## config.mk

```make
export PLATFORM = sky130hd
export DESIGN_NAME = fifo_level_tracker
export DESIGN_NICKNAME = d
export VERILOG_FILES = /design/src/rtl/fifo_level_tracker.sv
export SDC_FILE = /design/constraint.sdc
export NUM_CORES = 1
export LEC_CHECK = 0
export ABC_AREA = 1
export CAP_MARGIN = 20
export CORE_UTILIZATION = 42
export DETAILED_ROUTE_END_ITERATION = 16
export PLACE_DENSITY = 0.66
export SYNTH_ARGS = -nofsm -noshare
export SYNTH_HDL_FRONTEND = slang
export SYNTH_SLANG_ARGS = --single-unit
```

## constraint.sdc

```tcl
create_clock -name clk -period 4.08 [get_ports clk]
set_clock_uncertainty 0.2 [all_clocks]
set_input_delay 0.612 -clock clk [delete_from_list [all_inputs] [get_ports clk]]
set_output_delay 0.612 -clock clk [all_outputs]
set_load 0.1 [all_outputs]
```

## src/rtl/fifo_level_tracker.sv

```systemverilog
// FIFO pointer/occupancy tracker: wrap-bit pointers, registered level and flags, sticky ovf/udf.
// Optional macro LEVEL_TRISTATE_EN: level is driven only while select=1, high-Z otherwise.
module fifo_level_tracker #(
    parameter int unsigned AW    = 4,
    parameter int unsigned AF_TH = 14,
    parameter int unsigned AE_TH = 2
) (
    input  logic        clk,
    input  logic        rst,
    input  logic        wr_en,
    input  logic        rd_en,
    input  logic        clr_err,
    input  logic        select,
    output logic [AW:0] wptr,
    output logic [AW:0] rptr,
    output logic [AW:0] level,
    output logic        full,
    output logic        empty,
    output logic        almost_full,
    output logic        almost_empty,
    output logic        ovf,
    output logic        udf
);

    localparam int unsigned PW    = AW + 1;
    localparam int unsigned DEPTH = 1 << AW;

    logic [AW:0] wptr_q, wptr_d;
    logic [AW:0] rptr_q, rptr_d;
    logic [AW:0] level_q, level_d;
    logic        full_q, full_d;
    logic        empty_q, empty_d;
    logic        almost_full_q, almost_full_d;
    logic        almost_empty_q, almost_empty_d;
    logic        ovf_q, ovf_d;
    logic        udf_q, udf_d;
    logic        wr_acc, rd_acc;
    logic        ovf_set, udf_set;

    // Next-state: accept requests against the current flags, then derive level and flags
    // from the new pointers so everything updates on the same edge.
    always_comb begin
        wr_acc         = wr_en & ~full_q;
        rd_acc         = rd_en & ~empty_q;
        ovf_set        = wr_en & full_q & (~rd_en | empty_q);
        udf_set        = rd_en & empty_q;

        wptr_d         = wptr_q + PW'(wr_acc);
        rptr_d         = rptr_q + PW'(rd_acc);
        level_d        = wptr_d + ~rptr_d + PW'(1);

        full_d         = (level_d == PW'(DEPTH));
        empty_d        = (level_d == PW'(0));
        almost_full_d  = (level_d >= PW'(AF_TH));
        almost_empty_d = (level_d <= PW'(AE_TH));

        // Sticky errors: a set in the same cycle as clr_err wins.
        ovf_d          = ovf_set ? 1'b1 : (clr_err ? 1'b0 : ovf_q);
        udf_d          = udf_set ? 1'b1 : (clr_err ? 1'b0 : udf_q);
    end

    always_ff @(posedge clk) begin
        if (rst) begin
            wptr_q         <= '0;
            rptr_q         <= '0;
            level_q        <= '0;
            full_q         <= 1'b0;
            empty_q        <= 1'b1;
            almost_full_q  <= 1'b0;
            almost_empty_q <= 1'b1;
            ovf_q          <= 1'b0;
            udf_q          <= 1'b0;
        end else begin
            wptr_q         <= wptr_d;
            rptr_q         <= rptr_d;
            level_q        <= level_d;
            full_q         <= full_d;
            empty_q        <= empty_d;
            almost_full_q  <= almost_full_d;
            almost_empty_q <= almost_empty_d;
            ovf_q          <= ovf_d;
            udf_q          <= udf_d;
        end
    end

    assign wptr         = wptr_q;
    assign rptr         = rptr_q;
    assign full         = full_q;
    assign empty        = empty_q;
    assign almost_full  = almost_full_q;
    assign almost_empty = almost_empty_q;
    assign ovf          = ovf_q;
    assign udf          = udf_q;

`ifdef LEVEL_TRISTATE_EN
    assign level = select ? level_q : {PW{1'bz}};
`else
    logic unused_select;
    assign unused_select = select;
    assign level         = level_q;
`endif

endmodule
```

After elaboration in Yosys (flattened, before gate mapping)
Cells that the tools add are included.
Cells by class
  add/subtract/negate cells: 4
  $lt $le $gt $ge: 2
  equality and inequality tests: 1
  muxes and demuxes: 3
  bitwise logic cells: 10
  reductions and logical operators: 3
Operators by type and width (number)
  $add A5 B1 Y5: 2
  $add A5 B1 Y5 const B: 1
  $add A5 B5 Y5: 1
  $and A1 B1 Y1: 5
  $eq A5 B5 Y1 const B: 1
  $ge A5 B4 Y1 const B: 1
  $le A5 B2 Y1 const B: 1
  $logic_not A5 Y1: 1
  $not A5 Y5: 1
  $reduce_bool A2 Y1: 2
  $mux W1: 3
  $not A1 Y1: 3
  $or A1 B1 Y1: 1
Storage, ports and cells
  register bits: 21
  bits of input ports: 6
  output and inout bits: 21
  logic and storage cells: 32

Longest topological paths before layout
  word-level depth: 7
  mapped depth: 17
  depth with buffers taken out: 17

Worst setup path before layout
Ideal clock, no wire load.
  kind: register to register
  from: register full_q (netlist: full)
  to: register almost_empty_q (netlist: almost_empty)
  setup time: 0.112 ns
  arrival: 2.526 ns
  data required time: 3.768 ns
  slack: 1.243 ns
  cell stages (with the launch flop): 16
  path buffers: 0
  period minus slack after synthesis: 2.837 ns
  cells stage by stage: dfxtp_1 > nor2_1 > nand2_1 > inv_1 > ha_1 > nor2_1 > nor2_1 > ha_1 > nor2_2 > inv_1 > nand3_2 > nand2_2 > nand2_2 > nand2_2 > nor2_2 > nor2_2
Between the ends
  cells in the longest elaborated chain, start to end: 6
RTL lines
  from (decl): RTL line 31  | logic full_q, full_d;
  from (signal assigned): RTL line 77  | full_q <= full_d;
  $not A1 Y1: RTL line 43  | wr_acc = wr_en & ~full_q;
  $and A1 B1 Y1: RTL line 43
  $add A5 B1 Y5: RTL line 48  | wptr_d = wptr_q + PW'(wr_acc);
  named net wptr_d[1]: RTL line 28  | logic [AW:0] wptr_q, wptr_d;
  $add A5 B5 Y5: RTL line 50  | level_d = wptr_d + ~rptr_d + PW'(1);
  $add A5 B1 Y5: RTL line 50
  $le A5 B2 Y1: RTL line 55  | almost_empty_d = (level_d <= PW'(AE_TH));
  to (signal assigned): RTL line 80  | almost_empty_q <= almost_empty_d;
  to (decl): RTL line 34  | logic almost_empty_q, almost_empty_d;
The timed path passes the listed nets, and every way through them passes these cells.
A chain may end at the register's enable or synchronous reset.

Worst setup path in the final report
  from: input rd_en
  to: register almost_empty_q (netlist: almost_empty)
Between the ends
  cells in the longest elaborated chain, start to end: 6
RTL lines
  from (decl): RTL line 11  | input logic rd_en,
  $and A1 B1 Y1: RTL line 44  | rd_acc = rd_en & ~empty_q;
  $add A5 B1 Y5: RTL line 49  | rptr_d = rptr_q + PW'(rd_acc);
  named net rptr_d[1]: RTL line 29  | logic [AW:0] rptr_q, rptr_d;
  $not A5 Y5: RTL line 50
  $add A5 B5 Y5: RTL line 50
  $add A5 B1 Y5: RTL line 50
  $le A5 B2 Y1: RTL line 55
The timed path passes the listed nets, and every way through them passes these cells.

==> metrics <==
status complete, no violations; io pins 27; Crit. End Element flip-flop; number of cells after detailed placement 203; Clk pin slew, worst setup/hold paths 0.11 ns; initial drt markers 12; power share of the combinational group 0.581; Critical Path RT 4.09 ns; CTS tree done; row count 17; Syn Area/Cell 7.08 um^2; critical path arrival 2.86 ns; Core Area 2300 um^2; clk buf depth 2; Initial Util 0.465; Slew @ Worst Pin 0.974 ns; Worst IR Drop VDD 0.452 mV; FF+latch count, synth 21; Fill cells 226; part of the power in registers 0.301; Synth Instances 151; ant diodes 0; most common cell after layout, fill and taps aside nand2_1; Hold Crit Start udf; Seq/Total Area, Yosys 0.393; RSZ-0062 raised after global routing false; CTS Buf Count 3; most frequent cells in the layout nand2_1, inv_1, clkdlybuf4s50_1; Via density 4.58; mean routed wirelength per cell 9.87 um; post_cts resized 0; critical path type primary input to flip-flop; fin crit period 2.84 ns; grt total ovfl 0; Root Buffer clkbuf_4; Pint 0.000396 W; Crit. Startpoint rd_en; max-slew violations 0; top post-synthesis cells by area dfxtp_1, nand2_1, inv_1; fin nets 191; Die Ht 52.4 um; synthesized cell area 1070 um^2; Layout Cells excl Fill 207; LEAKAGE 0.662 nW; reg2reg path depth 17; Yosys warning count 0; CTS Hold Buffers Added 0; IO Port Bufs 25; GR Util All Layers 0.175; Clock power frac 0.118; reg2reg start empty; met2 Track Usage GR 0.314; final number of setup-violating endpoints 0; largest net degree at the start of global routing 16; DRT Pass-1 Iters 4; antenna violations before repair 0; Hold Crit Class flip-flop to flip-flop; vias 949; Max Cap Viol 0; global route hottest layer met2; Syn Nets 162; P&R area growth vs syn 28.9%; Cell Area, Placed 1350 um^2; GR Util met1 0.201; Die ar. 2750 um^2; synth unique cells 16; vias in the first global route 870; Detailed Route WL 2040 um; final instance area 1380 um^2; width of the die 52.4 um; power after layout 0.000836 W; share of layout cells above drive strength 1 0.168; Detailed Place HPWL 1640 um; Setup TNS 0 ns; Period Utilization, post-route 0.697; FF-to-FF End almost_empty; Critical Path Start Type primary input; post-CTS setup buffer count 0; P_sw 0.000440 W; CP Capture Point almost_empty; Sw Ratio 0.527; worst setup slack for register-to-register paths 1.67 ns; GR Util met3 0.0261; Routed Antenna Nets 0; CTS Sinks 21; Final Hold Fails 0; Worst slew margin 0.349; H-tree levels 1; Routability Congestion 0.701; first-pass GRT wire length 3490 um; Synth top area share 0.393; PD cells 607 nW/um^2; drt drc 0; worst skew pair latency 0.30 ns; area leader, netlist dfxtp_1; crit path max fanout 3; fmax 352 MHz
## power by group through the flow
| stage | clock network [W] | registers (W) | logic, W |
|---|---|---|---|
| finish | 0.0000990 | 0.000252 | 0.000485 |
| global route | 0.000112 | 0.000255 | 0.000520 |
| CTS | 0.000107 | 0.000252 | 0.000489 |
| detailed placement | 0 | 0.000257 | 0.000487 |
| global placement | 0 | 0.000255 | 0.000484 |
| floorplan | 0 | 0.000498 | 0.000150 |
## final cells by class
class                           count  area [um^2]  area share
Timing Repair Buffer               25          250       0.182
Clock inverter                      1         5.00     0.00363
Multi-Input combinational cell    100          536       0.389
Inverter                           29          109      0.0790
Tap cell                           28         35.0      0.0254
Sequential cell                    21          420       0.305
Clock buffer                        3         22.5      0.0163
## state kept, by name, summed over array words and instances (netlist names)
name	flops
full	1
almost_empty	1
rptr	5
empty	1
level	5
udf	1
wptr	5
ovf	1
almost_full	1
## how the worst min path moves through the flow
stage               cells after the start   to  slack [ns]
floorplan                               1  ovf        0.48
global placement                        2  udf        0.25
detailed placement                      2  ovf        0.26
CTS                                     2  ovf        0.27
global route                            2  ovf        0.30
finish                                  2  udf        0.27
## through the flow
step	worst slack (ns)	hold WS, ns	utilization
global placement	0.948	0.253	0.588
floorplan	1.24	0.481	-
CTS	1.23	0.275	0.600
finish	1.24	0.273	0.600
global route	0.997	0.303	0.600
detailed placement	0.900	0.258	0.588
## worst max-delay path: stages
cell and delay (ns):
clkdlybuf4s50_1 0.49, nand2_1 0.10, nor2_1 0.24, ha_1 0.28, inv_1 0.10, nand2_1 0.08, inv_1 0.09, nor2_1 0.05
ha_1 0.18, nor2_2 0.14, inv_1 0.08, nand3_2 0.09, nand2_2 0.06, nand2_2 0.07, nand2_2 0.05, nor2_2 0.11
nor2_2 0.04
## synth_stat cells
cell,instances
dfxtp_1,21
nor2_1,19
nor2_4,1
nor2_2,4
nand3_1,7
clkbuf_1,1
nand2_2,14
nand4_1,3
ha_1,5
inv_2,4
xnor2_1,3
xor2_1,2
inv_1,25
a21oi_1,3
nand3_2,3
nand2_1,36
## per-layer routing
| layer | up-vias | part of all wire |
|---|---|---|
| li1 | 504 | - |
| met1 | 424 | 0.47 |
| met2 | 17 | 0.49 |
| met3 | 4 | 0.033 |
| met4 | 0 | 0.011 |
| met5 | - | 0 |
## logic make-up (layout without fill, tap and decap cells)
group	Yosys count	count (layout)	share of synthesized area
flip-flops	21	21	0.393
buffers and inverters	30	58	0.105
AND/OR/NAND/NOR	87	87	0.388
XOR/XNOR	5	5	0.0410
AO/OA/AOI/OAI	3	3	0.0140
adder cells (fa/ha/maj)	5	5	0.0585
(Power assumes the default switching activity.)
